===== config.mk =====
export PLATFORM = sky130hd
export DESIGN_NAME = control_pipe_flat
export DESIGN_NICKNAME = d
export VERILOG_FILES = /design/src/rtl/control_pipe_if.sv /design/src/rtl/control_pipe.sv /design/src/flat_wrapper.sv
export SDC_FILE = /design/constraint.sdc
export NUM_CORES = 1
export LEC_CHECK = 0
export CAP_MARGIN = 20
export CORE_MARGIN = 3
export CORE_UTILIZATION = 43
export DETAILED_ROUTE_END_ITERATION = 16
export HOLD_SLACK_MARGIN = 0.12
export PLACE_DENSITY = 0.82
export SLEW_MARGIN = 20
export SYNTH_ARGS = -nofsm -noshare
export SYNTH_HDL_FRONTEND = slang
export SYNTH_SLANG_ARGS = --single-unit

===== constraint.sdc =====
create_clock -name i_clk -period 1.7 [get_ports i_clk]
set_input_delay 0.17 -clock i_clk [delete_from_list [all_inputs] [get_ports i_clk]]
set_output_delay 0.17 -clock i_clk [all_outputs]
set_load 0.01 [all_outputs]

===== src/rtl/control_pipe_if.sv =====
// ID-stage inputs and per-stage control outputs of the pipelined main-control unit.
// The master modport drives the ID fields; the slave modport is the control unit itself.
interface control_pipe_if #(
    parameter int unsigned OPC_W   = 6,
    parameter int unsigned REG_AW  = 5,
    parameter int unsigned OTHER_W = 4,
    parameter int unsigned CNT_W   = 16
);
    logic               i_cpc_valid;
    logic [OPC_W-1:0]   i_cpc_opcode;
    logic [REG_AW-1:0]  i_cpc_rs;
    logic [REG_AW-1:0]  i_cpc_rt;
    logic [REG_AW-1:0]  i_cpc_rd;
    logic               i_cpc_branch_taken;
    logic               i_cpc_mem_stall;

    logic               o_cpc_stall;
    logic               o_cpc_flush;
    logic               o_cpc_ex_valid;
    logic               o_cpc_ex_regdst;
    logic               o_cpc_ex_alusrc;
    logic               o_cpc_ex_illegal;
    logic [1:0]         o_cpc_ex_aluop;
    logic [OTHER_W-1:0] o_cpc_ex_other;
    logic [REG_AW-1:0]  o_cpc_ex_dest;
    logic               o_cpc_mem_valid;
    logic               o_cpc_mem_branch;
    logic               o_cpc_mem_memread;
    logic               o_cpc_mem_memwrite;
    logic               o_cpc_wb_valid;
    logic               o_cpc_wb_regwrite;
    logic               o_cpc_wb_memtoreg;
    logic [CNT_W-1:0]   o_cpc_stall_cnt;
    logic [CNT_W-1:0]   o_cpc_flush_cnt;

    modport master (
        output i_cpc_valid, i_cpc_opcode, i_cpc_rs, i_cpc_rt, i_cpc_rd,
               i_cpc_branch_taken, i_cpc_mem_stall,
        input  o_cpc_stall, o_cpc_flush, o_cpc_ex_valid, o_cpc_ex_regdst, o_cpc_ex_alusrc,
               o_cpc_ex_illegal, o_cpc_ex_aluop, o_cpc_ex_other, o_cpc_ex_dest,
               o_cpc_mem_valid, o_cpc_mem_branch, o_cpc_mem_memread, o_cpc_mem_memwrite,
               o_cpc_wb_valid, o_cpc_wb_regwrite, o_cpc_wb_memtoreg,
               o_cpc_stall_cnt, o_cpc_flush_cnt
    );

    modport slave (
        input  i_cpc_valid, i_cpc_opcode, i_cpc_rs, i_cpc_rt, i_cpc_rd,
               i_cpc_branch_taken, i_cpc_mem_stall,
        output o_cpc_stall, o_cpc_flush, o_cpc_ex_valid, o_cpc_ex_regdst, o_cpc_ex_alusrc,
               o_cpc_ex_illegal, o_cpc_ex_aluop, o_cpc_ex_other, o_cpc_ex_dest,
               o_cpc_mem_valid, o_cpc_mem_branch, o_cpc_mem_memread, o_cpc_mem_memwrite,
               o_cpc_wb_valid, o_cpc_wb_regwrite, o_cpc_wb_memtoreg,
               o_cpc_stall_cnt, o_cpc_flush_cnt
    );
endinterface


===== src/rtl/control_pipe.sv =====
// Pipelined MIPS main control: ID decode, ID/EX, EX/MEM and MEM/WB control registers,
// load-use stall, taken-branch flush, global memory freeze and saturating event counters.
module control_pipe #(
    parameter int unsigned OPC_W   = 6,
    parameter int unsigned REG_AW  = 5,
    parameter int unsigned OTHER_W = 4,
    parameter int unsigned CNT_W   = 16
) (
    input logic           i_clk,
    input logic           i_rst_n,
    control_pipe_if.slave cpc
);
    typedef struct packed {
        logic               valid;
        logic               regdst;
        logic               regwrite;
        logic               alusrc;
        logic               branch;
        logic               memread;
        logic               memwrite;
        logic               memtoreg;
        logic [1:0]         aluop;
        logic [OTHER_W-1:0] other;
        logic [REG_AW-1:0]  dest;
        logic               illegal;
    } idex_t;

    typedef struct packed {
        logic valid;
        logic branch;
        logic memread;
        logic memwrite;
        logic regwrite;
        logic memtoreg;
    } exmem_t;

    typedef struct packed {
        logic valid;
        logic regwrite;
        logic memtoreg;
    } memwb_t;

    idex_t            dec;
    logic             rt_src;
    idex_t            idex_q, idex_d;
    exmem_t           exmem_q, exmem_d;
    memwb_t           memwb_q, memwb_d;
    logic [CNT_W-1:0] stall_cnt_q, stall_cnt_d;
    logic [CNT_W-1:0] flush_cnt_q, flush_cnt_d;
    logic             load_use;
    logic             flush;

    always_comb begin
        dec    = '0;
        rt_src = 1'b0;
        casez (cpc.i_cpc_opcode)
            6'b000000: begin
                dec.regdst   = 1'b1;
                dec.regwrite = 1'b1;
                dec.aluop    = 2'b10;
                rt_src       = 1'b1;
            end
            6'b001000, 6'b001001, 6'b001100, 6'b001101, 6'b001110, 6'b001010: begin
                dec.regwrite = 1'b1;
                dec.alusrc   = 1'b1;
                dec.aluop    = 2'b11;
                unique case (cpc.i_cpc_opcode[2:0])
                    3'b100:  dec.other = OTHER_W'(4'b0001);
                    3'b101:  dec.other = OTHER_W'(4'b0010);
                    3'b110:  dec.other = OTHER_W'(4'b0011);
                    3'b010:  dec.other = OTHER_W'(4'b0110);
                    default: dec.other = '0;
                endcase
            end
            6'b100???: begin
                dec.regwrite = 1'b1;
                dec.alusrc   = 1'b1;
                dec.memread  = 1'b1;
                dec.memtoreg = 1'b1;
            end
            6'b101???: begin
                dec.alusrc   = 1'b1;
                dec.memwrite = 1'b1;
                dec.memtoreg = 1'b1;
                rt_src       = 1'b1;
            end
            6'b000100: begin
                dec.branch = 1'b1;
                dec.aluop  = 2'b01;
                rt_src     = 1'b1;
            end
            6'b000101: begin
                dec.branch = 1'b1;
                dec.aluop  = 2'b11;
                dec.other  = OTHER_W'(4'b0101);
                rt_src     = 1'b1;
            end
            default: dec.illegal = 1'b1;
        endcase
        dec.valid = 1'b1;
        if (dec.regwrite) begin
            dec.dest = dec.regdst ? cpc.i_cpc_rd : cpc.i_cpc_rt;
        end
    end

    assign load_use = idex_q.valid && idex_q.memread && (idex_q.dest != '0) && cpc.i_cpc_valid
                      && ((idex_q.dest == cpc.i_cpc_rs)
                          || ((idex_q.dest == cpc.i_cpc_rt) && rt_src));
    assign flush    = cpc.i_cpc_branch_taken && exmem_q.valid && exmem_q.branch;

    always_comb begin
        idex_d      = idex_q;
        exmem_d     = exmem_q;
        memwb_d     = memwb_q;
        stall_cnt_d = stall_cnt_q;
        flush_cnt_d = flush_cnt_q;
        if (!cpc.i_cpc_mem_stall) begin
            memwb_d = '{valid: exmem_q.valid, regwrite: exmem_q.regwrite,
                        memtoreg: exmem_q.memtoreg};
            exmem_d = '{valid: idex_q.valid, branch: idex_q.branch, memread: idex_q.memread,
                        memwrite: idex_q.memwrite, regwrite: idex_q.regwrite,
                        memtoreg: idex_q.memtoreg};
            idex_d  = cpc.i_cpc_valid ? dec : '0;
            // Flush outranks the load-use stall; both drop the ID instruction from ID/EX.
            if (flush) begin
                idex_d  = '0;
                exmem_d = '0;
                if (flush_cnt_q != '1) flush_cnt_d = flush_cnt_q + CNT_W'(1);
            end else if (load_use) begin
                idex_d = '0;
                if (stall_cnt_q != '1) stall_cnt_d = stall_cnt_q + CNT_W'(1);
            end
        end
    end

    always_ff @(posedge i_clk) begin
        if (!i_rst_n) begin
            idex_q      <= '0;
            exmem_q     <= '0;
            memwb_q     <= '0;
            stall_cnt_q <= '0;
            flush_cnt_q <= '0;
        end else begin
            idex_q      <= idex_d;
            exmem_q     <= exmem_d;
            memwb_q     <= memwb_d;
            stall_cnt_q <= stall_cnt_d;
            flush_cnt_q <= flush_cnt_d;
        end
    end

    assign cpc.o_cpc_stall        = cpc.i_cpc_mem_stall || (load_use && !flush);
    assign cpc.o_cpc_flush        = flush && !cpc.i_cpc_mem_stall;
    assign cpc.o_cpc_ex_valid     = idex_q.valid;
    assign cpc.o_cpc_ex_regdst    = idex_q.regdst;
    assign cpc.o_cpc_ex_alusrc    = idex_q.alusrc;
    assign cpc.o_cpc_ex_illegal   = idex_q.illegal;
    assign cpc.o_cpc_ex_aluop     = idex_q.aluop;
    assign cpc.o_cpc_ex_other     = idex_q.other;
    assign cpc.o_cpc_ex_dest      = idex_q.dest;
    assign cpc.o_cpc_mem_valid    = exmem_q.valid;
    assign cpc.o_cpc_mem_branch   = exmem_q.branch;
    assign cpc.o_cpc_mem_memread  = exmem_q.memread;
    assign cpc.o_cpc_mem_memwrite = exmem_q.memwrite;
    assign cpc.o_cpc_wb_valid     = memwb_q.valid;
    assign cpc.o_cpc_wb_regwrite  = memwb_q.regwrite;
    assign cpc.o_cpc_wb_memtoreg  = memwb_q.memtoreg;
    assign cpc.o_cpc_stall_cnt    = stall_cnt_q;
    assign cpc.o_cpc_flush_cnt    = flush_cnt_q;
endmodule

===== src/flat_wrapper.sv =====
// flat-port wrapper written by rule: the top's interface ports become plain ports
module control_pipe_flat 
#(
    parameter int unsigned OPC_W   = 6,
    parameter int unsigned REG_AW  = 5,
    parameter int unsigned OTHER_W = 4,
    parameter int unsigned CNT_W   = 16
)
  (i_clk, i_rst_n, cpc_i_cpc_valid, cpc_i_cpc_opcode, cpc_i_cpc_rs, cpc_i_cpc_rt, cpc_i_cpc_rd, cpc_i_cpc_branch_taken, cpc_i_cpc_mem_stall, cpc_o_cpc_stall, cpc_o_cpc_flush, cpc_o_cpc_ex_valid, cpc_o_cpc_ex_regdst, cpc_o_cpc_ex_alusrc, cpc_o_cpc_ex_illegal, cpc_o_cpc_ex_aluop, cpc_o_cpc_ex_other, cpc_o_cpc_ex_dest, cpc_o_cpc_mem_valid, cpc_o_cpc_mem_branch, cpc_o_cpc_mem_memread, cpc_o_cpc_mem_memwrite, cpc_o_cpc_wb_valid, cpc_o_cpc_wb_regwrite, cpc_o_cpc_wb_memtoreg, cpc_o_cpc_stall_cnt, cpc_o_cpc_flush_cnt);
  control_pipe_if #(.OPC_W(OPC_W), .REG_AW(REG_AW), .OTHER_W(OTHER_W), .CNT_W(CNT_W)) cpc_i ();
  input logic i_clk;
  input logic i_rst_n;
  input wire logic [$bits(cpc_i.i_cpc_valid)-1:0] cpc_i_cpc_valid;
  input wire logic [$bits(cpc_i.i_cpc_opcode)-1:0] cpc_i_cpc_opcode;
  input wire logic [$bits(cpc_i.i_cpc_rs)-1:0] cpc_i_cpc_rs;
  input wire logic [$bits(cpc_i.i_cpc_rt)-1:0] cpc_i_cpc_rt;
  input wire logic [$bits(cpc_i.i_cpc_rd)-1:0] cpc_i_cpc_rd;
  input wire logic [$bits(cpc_i.i_cpc_branch_taken)-1:0] cpc_i_cpc_branch_taken;
  input wire logic [$bits(cpc_i.i_cpc_mem_stall)-1:0] cpc_i_cpc_mem_stall;
  output wire logic [$bits(cpc_i.o_cpc_stall)-1:0] cpc_o_cpc_stall;
  output wire logic [$bits(cpc_i.o_cpc_flush)-1:0] cpc_o_cpc_flush;
  output wire logic [$bits(cpc_i.o_cpc_ex_valid)-1:0] cpc_o_cpc_ex_valid;
  output wire logic [$bits(cpc_i.o_cpc_ex_regdst)-1:0] cpc_o_cpc_ex_regdst;
  output wire logic [$bits(cpc_i.o_cpc_ex_alusrc)-1:0] cpc_o_cpc_ex_alusrc;
  output wire logic [$bits(cpc_i.o_cpc_ex_illegal)-1:0] cpc_o_cpc_ex_illegal;
  output wire logic [$bits(cpc_i.o_cpc_ex_aluop)-1:0] cpc_o_cpc_ex_aluop;
  output wire logic [$bits(cpc_i.o_cpc_ex_other)-1:0] cpc_o_cpc_ex_other;
  output wire logic [$bits(cpc_i.o_cpc_ex_dest)-1:0] cpc_o_cpc_ex_dest;
  output wire logic [$bits(cpc_i.o_cpc_mem_valid)-1:0] cpc_o_cpc_mem_valid;
  output wire logic [$bits(cpc_i.o_cpc_mem_branch)-1:0] cpc_o_cpc_mem_branch;
  output wire logic [$bits(cpc_i.o_cpc_mem_memread)-1:0] cpc_o_cpc_mem_memread;
  output wire logic [$bits(cpc_i.o_cpc_mem_memwrite)-1:0] cpc_o_cpc_mem_memwrite;
  output wire logic [$bits(cpc_i.o_cpc_wb_valid)-1:0] cpc_o_cpc_wb_valid;
  output wire logic [$bits(cpc_i.o_cpc_wb_regwrite)-1:0] cpc_o_cpc_wb_regwrite;
  output wire logic [$bits(cpc_i.o_cpc_wb_memtoreg)-1:0] cpc_o_cpc_wb_memtoreg;
  output wire logic [$bits(cpc_i.o_cpc_stall_cnt)-1:0] cpc_o_cpc_stall_cnt;
  output wire logic [$bits(cpc_i.o_cpc_flush_cnt)-1:0] cpc_o_cpc_flush_cnt;
  assign cpc_i.i_cpc_valid = cpc_i_cpc_valid;
  assign cpc_i.i_cpc_opcode = cpc_i_cpc_opcode;
  assign cpc_i.i_cpc_rs = cpc_i_cpc_rs;
  assign cpc_i.i_cpc_rt = cpc_i_cpc_rt;
  assign cpc_i.i_cpc_rd = cpc_i_cpc_rd;
  assign cpc_i.i_cpc_branch_taken = cpc_i_cpc_branch_taken;
  assign cpc_i.i_cpc_mem_stall = cpc_i_cpc_mem_stall;
  assign cpc_o_cpc_stall = cpc_i.o_cpc_stall;
  assign cpc_o_cpc_flush = cpc_i.o_cpc_flush;
  assign cpc_o_cpc_ex_valid = cpc_i.o_cpc_ex_valid;
  assign cpc_o_cpc_ex_regdst = cpc_i.o_cpc_ex_regdst;
  assign cpc_o_cpc_ex_alusrc = cpc_i.o_cpc_ex_alusrc;
  assign cpc_o_cpc_ex_illegal = cpc_i.o_cpc_ex_illegal;
  assign cpc_o_cpc_ex_aluop = cpc_i.o_cpc_ex_aluop;
  assign cpc_o_cpc_ex_other = cpc_i.o_cpc_ex_other;
  assign cpc_o_cpc_ex_dest = cpc_i.o_cpc_ex_dest;
  assign cpc_o_cpc_mem_valid = cpc_i.o_cpc_mem_valid;
  assign cpc_o_cpc_mem_branch = cpc_i.o_cpc_mem_branch;
  assign cpc_o_cpc_mem_memread = cpc_i.o_cpc_mem_memread;
  assign cpc_o_cpc_mem_memwrite = cpc_i.o_cpc_mem_memwrite;
  assign cpc_o_cpc_wb_valid = cpc_i.o_cpc_wb_valid;
  assign cpc_o_cpc_wb_regwrite = cpc_i.o_cpc_wb_regwrite;
  assign cpc_o_cpc_wb_memtoreg = cpc_i.o_cpc_wb_memtoreg;
  assign cpc_o_cpc_stall_cnt = cpc_i.o_cpc_stall_cnt;
  assign cpc_o_cpc_flush_cnt = cpc_i.o_cpc_flush_cnt;
  control_pipe #(.OPC_W(OPC_W), .REG_AW(REG_AW), .OTHER_W(OTHER_W), .CNT_W(CNT_W)) u_core (.i_clk(i_clk), .i_rst_n(i_rst_n), .cpc(cpc_i));
endmodule

==> results of run 1 <==
==> worst paths after layout <==
kind / to / slack (ps) / cells past startpoint / start
worst max register to register: u_core.cpc.o_cpc_stall_cnt[15]$_SDFFE_PN0P_ / -410 / 8 / u_core.cpc.o_cpc_ex_dest[0]$_SDFFE_PN0N_
worst min register to register: u_core.idex_q[15]$_SDFFE_PN0N_ / 470 / 2 / u_core.idex_q[15]$_SDFFE_PN0N_
worst min-delay path: u_core.idex_q[15]$_SDFFE_PN0N_ / 440 / 4 / cpc_i_cpc_mem_stall
worst max-delay path: u_core.cpc.o_cpc_stall_cnt[15]$_SDFFE_PN0P_ / -410 / 8 / u_core.cpc.o_cpc_ex_dest[0]$_SDFFE_PN0N_
==> area by class of cell <==
class / count / area, um^2
fill: 470 / 1684
clock buffer: 11 / 151.4
sequential: 60 / 1217
tap: 77 / 96.34
multi-input combinational: 258 / 1779
inverter: 6 / 22.52
clock inverter: 5 / 50.05
timing repair buffer: 162 / 1458
==> power by group <==
part	leakage, nW	switching (mW)	internal (mW)	total, mW
Clock	0.109	0.569	0.747	1.32
Sequential	0.490	0.00886	1.41	1.42
Combinational	1.27	0.149	0.154	0.304
==> timing repair <==
item / in CTS / in global routing
buffers inserted: 8 / 9
gates resized for setup: 18 / 50
endpoints found under the hold margin: 0 / 0
pin swaps: 5 / 28
endpoints found under the setup margin: 40 / 49
cloned: 0 / 2
==> through the flow <==
step / area, um^2 / setup TNS (ps) / util [%]
final: 4775 / -8484 / 73.92
after global routing: 4775 / -12610 / 73.92
after CTS: 4472 / -5572 / 69.24
after detailed placement: 4148 / -30170 / 64.22
after global placement: 4148 / -27050 / 64.22
after floorplan: 2919 / -51.26 / -
==> per-layer routing <==
| layer | wire length, um | GRT usage, % | part of all wire (%) | up-vias |
|---|---|---|---|---|
| li1 | - | - | - | 1525 |
| met1 | 3648 | 25.98 | 40 | 1501 |
| met2 | 4714 | 38.41 | 52 | 142 |
| met3 | 535 | 4.469 | 5.9 | 30 |
| met4 | 240 | 7.967 | 2.6 | 0 |
| met5 | 0 | 0 | 0 | - |
==> cell usage after synthesis, drive strengths merged (3+ instances only) <==
cell type,n
and4,5
xnor2,11
buf,20
clkbuf,9
or4,3
mux2i,10
nand2,43
o21ai,22
and3,3
nor2,37
a22oi,6
nand4,9
or3,10
xor2,15
a32o,4
nor3,10
nor4,5
nand2b,4
a21oi,23
nand3,15
dfxtp,60
inv,6
o31ai,4
==> sequential cells by signal, summed over array words and instances, names as in the netlist, 2 cells and up <==
| name | cells |
|---|---|
| u_core.cpc.o_cpc_stall_cnt | 16 |
| u_core.cpc.o_cpc_ex_other | 3 |
| u_core.exmem_q | 2 |
| u_core.cpc.o_cpc_flush_cnt | 16 |
| u_core.cpc.o_cpc_ex_dest | 5 |
| u_core.cpc.o_cpc_ex_aluop | 2 |
| u_core.idex_q | 5 |
==> critical path: cells and delay by family, from the launching register on <==
kind,cells,cell delay [ps]
xor gates and xnor gates,1,220
AOI/OAI and AO/OA,2,240
buffers and inverters,2,360
and+or+nand+nor,3,880
DFF,1,350
==> logic make-up (layout without fill, tap and decap cells) <==
kind of cell / Yosys count / after routing
and+or+nand+nor: 151 / 152
AOI/OAI and AO/OA: 67 / 67
DFF: 60 / 60
buffers and inverters: 35 / 184
xor gates and xnor gates: 26 / 26
muxes: 10 / 10
adders and majority gates: 2 / 2
other: 1 / 1
==> flow_metrics.py, run 1 <==
metrics = {
    "clock_network": {
        "ctsRootBufferMaster": "clkbuf_8",
        "ctsHoldBuffers": 0,
        "cts_buffers": 9,
        "h-tree-depth": 3,
        "cts_buffer_depth": 2,
        "tritoncts": "done",
        "clkTransAtPathRegs_ps": 70,
        "cts_sinks": 60,
        "clk_latency_ps": 340,
    },
    "power_and_ir_drop": {
        "power_leakage_nw": 1.866,
        "power_mw": 3.043,
        "p_per_area_nw_per_um2": 637.4,
        "peakVddDrop_uv": 512.2,
    },
    "routing": {
        "wl_per_cell_um": 15.78,
        "drt_wl_total_um": 9138,
        "drt_iter0_drc": 203,
        "ant_nets": 0,
        "route.detailed.drc": 0,
        "firstDrtPassIters": 5,
        "vias": 3198,
        "viasPerCell": 5.523,
    },
    "cells_and_area": {
        "drive_gt1_share_pct": 29.48,
        "nNetsFinal": 525,
        "instances_no_fill": 579,
        "area_delta_synth_final_pct": 64.20,
        "antenna_cells": 0,
        "final_cell_mix": "clkdlybuf4s50_1 (77), buf_4 (75), dfxtp_1 (49), nand2_1 (43), nor2_1 (36)",
        "layout_commonest_cell": "clkdlybuf4s50_1",
    },
    "floorplanning": {
        "die_h_um": 88.24,
        "fp-row-count": 29,
        "start_util_pct": 45.02,
        "die_w_um": 88.24,
        "io_pins": 82,
        "coreArea_um2": 6459,
        "dieArea_um2": 7785,
    },
    "timing": {
        "finalHoldViolCount": 0,
        "finalSetupViolations": 36,
        "drv_slew": 0,
        "hold_ws_ps": 444.0,
        "fin_crit_sh_pct": 124.2,
        "worstMarginPinSlew_ps": 499.4,
        "slew_headroom_pct": 66.56,
        "fmax_mhz": 473.8,
        "rsz0062_at_grt": "yes",
        "period_minus_slack_ps": 2111,
        "skew_ps": 9.394,
        "worst_slack_ps": -410.7,
    },
    "setup_path": {
        "worstSetupPathType": "flip-flop to flip-flop",
        "crit_required_ps": 1970,
        "path_cells": "xnor2_1 -> nand3_2 -> nor4b_4 -> buf_4 -> o21ai_4 -> buf_6 -> or3_4 -> a21oi_2",
        "cp_slowest_stage_delay_ps": 390,
        "start_kind": "flip-flop",
        "crit_path_top_delay_cell": "nor4b_4",
        "end_kind": "flip-flop",
        "worstPathArrival_ps": 2380,
        "worstPathMaxFanout": 9,
    },
    "placed_design": {
        "io_buffers": 80,
        "numPlacedInstances": 546,
        "place_hpwl_um": 5838,
        "place.gp.congestion": 0.9171,
        "pre_cts_ws_ps": -1085,
    },
    "logic_synthesis": {
        "synthMuxAreaShare_pct": 3.442,
        "synth_edf_count": 0,
        "synthTopCellsByArea": "dfxtp_1 (41%), nand2_1 (5.6%), nor2_1 (4.8%), xor2_1 (4.5%), a21oi_1 (4.0%)",
        "yosys.area_share.simple_pct": 25.77,
        "async_flop_share_pct": 0,
        "ys_seq_elements": 60,
        "avgSynthCellArea_um2": 8.261,
        "yosys.area.top_type_share_pct": 41.31,
        "yosysUniqueCellTypes": 44,
        "synth_xor_area_share_pct": 7.831,
        "post-synth-top-area-cell": "dfxtp_1",
        "netlist_area_um2": 2908,
        "synthCells": 352,
        "synth_top_family_by_area": "simple AND/OR/NAND/NOR gates",
        "synth_fp_nets": 380,
        "ys.flop_type": "dfxtp_1",
        "synth_compound_area_share_pct": 14.24,
        "yosysSeqAreaShare_pct": 41.31,
        "yosys_warnings": 0,
        "synth-adder-area-share_pct": 0.8606,
    },
    "run": {
        "maxCapViolations": 0,
    },
    "grt": {
        "grt_pass1_wl_um": 13270,
        "grt_pass1_vias": 2889,
        "track_usage_pct": 21.73,
        "grt_max_degree": 18,
        "antenna_found_initial": 0,
        "grt-ovfl-total": 0,
    },
    "status": {
        "violations": "setup timing",
        "status": "finished with violations",
    },
    "worst_hold_path": {
        "min_path_type": "primary input to flip-flop",
    },
}
(Power assumes the default switching activity.)
==> run 2: changes to the inputs <==
- SLEW_MARGIN: 20 -> 40
==> flow_metrics.py, run 2 (same netlist as run 1, synthesis figures left out) <==
metrics = {
    "routing": {
        "drt_wl_total_um": 8897,
        "route.detailed.drc": 0,
        "drt_iter0_drc": 92,
        "viasPerCell": 5.429,
        "wl_per_cell_um": 15.16,
        "firstDrtPassIters": 6,
        "ant_nets": 0,
        "vias": 3187,
    },
    "clock_network": {
        "cts_sinks": 60,
        "clk_latency_ps": 330,
        "h-tree-depth": 3,
        "cts_buffers": 9,
        "tritoncts": "done",
        "ctsHoldBuffers": 0,
        "ctsRootBufferMaster": "clkbuf_8",
        "cts_buffer_depth": 2,
        "clkTransAtPathRegs_ps": 70,
    },
    "placed_design": {
        "place_area_um2": 4153,
        "place_hpwl_um": 5817,
        "place.gp.congestion": 0.9171,
        "io_buffers": 80,
        "pre_cts_ws_ps": -737.6,
    },
    "grt": {
        "grt_pass1_wl_um": 13630,
        "grt-ovfl-total": 0,
        "antenna_found_initial": 0,
        "track_usage_pct": 22.24,
        "grt_max_degree": 17,
        "grt_pass1_vias": 2953,
    },
    "status": {
        "status": "finished with violations",
        "violations": "setup timing",
    },
    "cells_and_area": {
        "stdcell_area_um2": 4788,
        "drive_gt1_share_pct": 29.80,
        "layout_commonest_cell": "buf_4",
        "final_cell_mix": "buf_4 (83), clkdlybuf4s50_1 (77), dfxtp_1 (49), nand2_1 (42), nor2_1 (37)",
        "nNetsFinal": 533,
        "area_delta_synth_final_pct": 64.67,
        "antenna_cells": 0,
    },
    "timing": {
        "fin_crit_sh_pct": 126.4,
        "fmax_mhz": 465.6,
        "skew_ps": 13.10,
        "worst_slack_ps": -448.0,
        "period_minus_slack_ps": 2148,
        "rsz0062_at_grt": "yes",
        "drv_slew": 0,
        "finalSetupViolations": 36,
        "finalHoldViolCount": 0,
    },
    "power_and_ir_drop": {
        "peakVddDrop_uv": 465.6,
        "power_leakage_nw": 1.897,
        "p_per_area_nw_per_um2": 630.1,
    },
    "setup_path": {
        "worstSetupEndpoint": "u_core.cpc.o_cpc_stall_cnt[11]$_SDFFE_PN0P_",
        "crit_buf_inv": 3,
        "r2r-start": "u_core.cpc.o_cpc_ex_dest[3]$_SDFFE_PN0N_",
        "start_kind": "flip-flop",
        "worstSetupPathType": "flip-flop to flip-flop",
        "crit_required_ps": 1950,
        "path_cells": "xor2_2 -> nor4_2 -> and4_1 -> buf_6 -> o21ai_4 -> buf_4 -> buf_4 -> or3_1 -> a21oi_1",
        "crit_path_top_delay_cell": "dfxtp_4",
        "reg2reg_to": "u_core.cpc.o_cpc_stall_cnt[11]$_SDFFE_PN0P_",
        "worstPathMaxFanout": 8,
        "worstPathArrival_ps": 2400,
        "ff2ff_path_depth": 9,
        "r2r_slack_ps": -450,
        "cp_slowest_stage_delay_ps": 370,
        "end_kind": "flip-flop",
        "crit_top_cell": "buf_4",
        "critical_path_depth": 9,
        "critPathLaunch": "u_core.cpc.o_cpc_ex_dest[3]$_SDFFE_PN0N_",
        "cp_top_family": "simple AND/OR/NAND/NOR gates",
    },
    "floorplanning": {
        "die_w_um": 88.24,
        "coreArea_um2": 6459,
        "dieArea_um2": 7785,
        "die_h_um": 88.24,
        "fp-row-count": 29,
        "io_pins": 82,
        "start_util_pct": 45.02,
    },
    "run": {
        "maxCapViolations": 0,
    },
    "worst_hold_path": {
        "hold_depth": 5,
        "min_path_type": "primary input to flip-flop",
    },
}
## run 2: report_power, final
group,internal (mW),switching (mW)
Combinational,0.154,0.147
Sequential,1.41,0.00842
Clock,0.747,0.547
## run 2: worst min-delay path by stage
stage                                                   start                                        end  slack [ps]
floorplan                                     cpc_i_cpc_rd[2]   u_core.cpc.o_cpc_ex_dest[2]$_SDFFE_PN0N_         350
global placement               u_core.idex_q[13]$_SDFFE_PN0N_             u_core.idex_q[13]$_SDFFE_PN0N_         440
detailed placement  u_core.cpc.o_cpc_ex_aluop[1]$_SDFFE_PN0N_  u_core.cpc.o_cpc_ex_aluop[1]$_SDFFE_PN0N_         440
CTS                                           cpc_i_cpc_rd[2]   u_core.cpc.o_cpc_ex_dest[2]$_SDFFE_PN0N_         450
global route                              cpc_i_cpc_mem_stall     u_core.cpc.o_cpc_ex_valid$_SDFFE_PN0N_         450
finish                                    cpc_i_cpc_mem_stall     u_core.cpc.o_cpc_ex_valid$_SDFFE_PN0N_         430
## run 2: final cells by class
class	instances	area (um^2)
Clock buffer	11	151.4
Tap cell	77	96.34
Timing Repair Buffer	171	1510
Sequential cell	60	1220
Clock inverter	5	50.05
Inverter	6	22.52
Multi-Input combinational cell	257	1738
Fill cell	472	1670
## run 2: routing by layer
layer	global-route usage, %	wire [um]	vias to the layer above
met5	0	0	-
met4	10.44	293	0
met3	5.214	460	37
met2	36.91	4478	140
met1	27.28	3665	1474
li1	-	-	1536
## run 2: worst register-to-register path, stage by stage (launching register included)
cell	delay, ps
dfxtp_4	370
xor2_2	180
nor4_2	320
and4_1	280
buf_6	130
o21ai_4	90
buf_4	150
buf_4	140
or3_1	300
a21oi_1	130
## run 2: stage by stage
step	TNS, ps	instances	utilization [%]	hold slack, ps	total power [mW]
after CTS	-4742	578	70.42	454.7	3.012
after floorplan	-51.26	352	-	354.3	1.574
final	-8783	587	74.14	426.3	3.017
after global placement	-27050	546	64.22	439.9	1.704
after global routing	-11310	587	74.14	453.5	3.116
after detailed placement	-23320	546	64.30	441.0	1.707
## run 2: timing repair
action	in CTS	in global routing
pin swaps	4	23
endpoints found under the setup margin	45	48
resized for setup	23	44
setup buffers	16	13
==> run 3: changes to the inputs <==
- CORE_MARGIN: 3 -> 5
==> flow_metrics.py, run 3 (same netlist as run 1, synthesis figures left out) <==
metrics = {
    "cells_and_area": {
        "final_cell_mix": "clkdlybuf4s50_1 (77), buf_4 (72), dfxtp_1 (51), nand2_1 (41), nor2_1 (37)",
        "area_delta_synth_final_pct": 62.05,
        "fillCellCount": 503,
        "drive_gt1_share_pct": 28.86,
        "layout_commonest_cell": "clkdlybuf4s50_1",
        "antenna_cells": 0,
        "nNetsFinal": 523,
    },
    "timing": {
        "rsz0062_at_grt": "yes",
        "finalHoldViolCount": 0,
        "skew_ps": 8.956,
        "finalSetupViolations": 36,
        "tns_ps": -7745,
        "fmax_mhz": 478.1,
        "fin_crit_sh_pct": 123.0,
        "worst_slack_ps": -391.6,
        "drv_slew": 0,
        "period_minus_slack_ps": 2092,
    },
    "power_and_ir_drop": {
        "p_comb_share_pct": 9.9,
        "p_clk_share_pct": 43.3,
        "p_per_area_nw_per_um2": 645.4,
        "peakVddDrop_uv": 419.4,
        "p_int_mw": 2.355,
        "power_leakage_nw": 1.865,
        "power.share.switching_pct": 22.56,
        "switchingPower_mw": 0.6862,
        "seq_power_share_pct": 46.7,
    },
    "grt": {
        "grt-ovfl-total": 0,
        "grt_pass1_vias": 3015,
        "antenna_found_initial": 0,
        "grt_pass1_wl_um": 13860,
        "track_usage_pct": 19.94,
        "grt_max_degree": 20,
    },
    "setup_path": {
        "cp_slowest_stage_delay_ps": 500,
        "cp_top_family": "simple AND/OR/NAND/NOR gates",
        "reg2reg_to": "u_core.cpc.o_cpc_stall_cnt[9]$_SDFFE_PN0P_",
        "path_cells": "xor2_1 -> nor4_1 -> and4_4 -> buf_6 -> o21ai_4 -> or4_4 -> a21oi_2",
        "crit_required_ps": 1970,
        "r2r_slack_ps": -390,
        "crit_buf_inv": 1,
        "worstSetupPathType": "flip-flop to flip-flop",
        "end_kind": "flip-flop",
        "worstPathMaxFanout": 10,
        "crit_path_top_delay_cell": "or4_4",
        "critPathLaunch": "u_core.cpc.o_cpc_ex_dest[0]$_SDFFE_PN0N_",
        "r2r-start": "u_core.cpc.o_cpc_ex_dest[0]$_SDFFE_PN0N_",
        "worstPathArrival_ps": 2360,
        "ff2ff_path_depth": 7,
        "start_kind": "flip-flop",
        "critical_path_depth": 7,
        "worstSetupEndpoint": "u_core.cpc.o_cpc_stall_cnt[9]$_SDFFE_PN0P_",
    },
    "clock_network": {
        "cts_buffer_depth": 2,
        "clk_latency_ps": 340,
        "ctsHoldBuffers": 0,
        "cts_buffers": 9,
        "cts_sinks": 60,
        "h-tree-depth": 3,
        "clkTransAtPathRegs_ps": 60,
        "ctsRootBufferMaster": "clkbuf_8",
        "tritoncts": "done",
    },
    "placed_design": {
        "pre_cts_ws_ps": -711.3,
        "io_buffers": 80,
        "place.gp.congestion": 0.8710,
        "place_hpwl_um": 6022,
    },
    "floorplanning": {
        "io_pins": 82,
        "dieArea_um2": 8507,
        "coreArea_um2": 6681,
        "die_w_um": 92.24,
        "start_util_pct": 43.52,
        "fp-row-count": 30,
        "die_h_um": 92.24,
    },
    "routing": {
        "route.detailed.drc": 0,
        "drt_iter0_drc": 129,
        "drt_wl_total_um": 9024,
        "ant_nets": 0,
        "viasPerCell": 5.446,
        "vias": 3153,
        "wl_per_cell_um": 15.59,
        "firstDrtPassIters": 4,
    },
    "run": {
        "maxCapViolations": 0,
    },
    "status": {
        "status": "finished with violations",
        "violations": "setup timing",
    },
    "worst_hold_path": {
        "min_path_type": "flip-flop to flip-flop",
    },
}
run 3: changes by cell type in the layout (fill, tap and decap cells not counted), sizes merged:
cell	delta
clkinv	-4
dlygate4sd2	-1
buf	-10
clkbuf	+4
run 3: what timing repair did:
item	CTS	global route
endpoints found under the setup margin	39	48
gates resized for setup	34	43
buffers inserted	16	3
endpoints found under the hold margin	0	0
pin swaps	15	16
run 3: metal layers:
layer | vias to the layer above | track usage, % | routed length, um
li1 | 1512 | - | -
met1 | 1509 | 22.27 | 3632
met2 | 110 | 34.85 | 4581
met3 | 22 | 5.989 | 584
met4 | 0 | 8.787 | 225
met5 | - | 0 | 0
run 3: worst min path at each step:
stage                                                          from                                   endpoint  slack, ps  cells past startpoint
final                                u_core.idex_q[13]$_SDFFE_PN0N_             u_core.idex_q[13]$_SDFFE_PN0N_        450                      2
after global routing                 u_core.idex_q[13]$_SDFFE_PN0N_             u_core.idex_q[13]$_SDFFE_PN0N_        460                      2
after CTS                            u_core.idex_q[13]$_SDFFE_PN0N_             u_core.idex_q[13]$_SDFFE_PN0N_        450                      2
after detailed placement             u_core.idex_q[13]$_SDFFE_PN0N_             u_core.idex_q[13]$_SDFFE_PN0N_        440                      2
after global placement    u_core.cpc.o_cpc_ex_aluop[1]$_SDFFE_PN0N_  u_core.cpc.o_cpc_ex_aluop[1]$_SDFFE_PN0N_        440                      2
after floorplan                                     cpc_i_cpc_rd[2]   u_core.cpc.o_cpc_ex_dest[2]$_SDFFE_PN0N_        350                      2
run 3: final cells by class:
type                            instances  area [um^2]  share of cell area, %
Timing Repair Buffer                  161         1435                  30.46
Clock buffer                           14        172.7                  3.664
Multi-Input combinational cell        257         1732                  36.75
Inverter                                6        22.52                 0.4780
Clock inverter                          1        30.03                 0.6373
Tap cell                               80        100.1                  2.124
Sequential cell                        60         1220                  25.89
run 3: power by group through the flow:
stage | clock (mW) | combinational [mW] | sequential [mW]
2_1_floorplan | 0 | 0.117 | 1.46
3_3_place_gp | 0 | 0.244 | 1.46
3_5_place_dp | 0 | 0.250 | 1.46
4_1_cts | 1.33 | 0.275 | 1.42
5_1_grt | 1.41 | 0.322 | 1.42
6_report | 1.32 | 0.302 | 1.42
run 3: metrics by stage:
| step | cells | hold WS [ps] | power, mW | instance area, um^2 | utilization [%] |
|---|---|---|---|---|---|
| floorplan | 352 | 354.3 | 1.574 | 2919 | - |
| global placement | 546 | 435.4 | 1.699 | 4129 | 61.80 |
| detailed placement | 546 | 444.8 | 1.705 | 4134 | 61.87 |
| CTS | 577 | 449.0 | 3.031 | 4549 | 68.09 |
| global route | 579 | 463.9 | 3.150 | 4712 | 70.52 |
| finish | 579 | 446.9 | 3.041 | 4712 | 70.52 |
run 3: worst min-delay path, stage by stage, from the launching register on:
cell and delay, ps:
dfxtp_1 310, nand2_1 50, o21ai_1 50
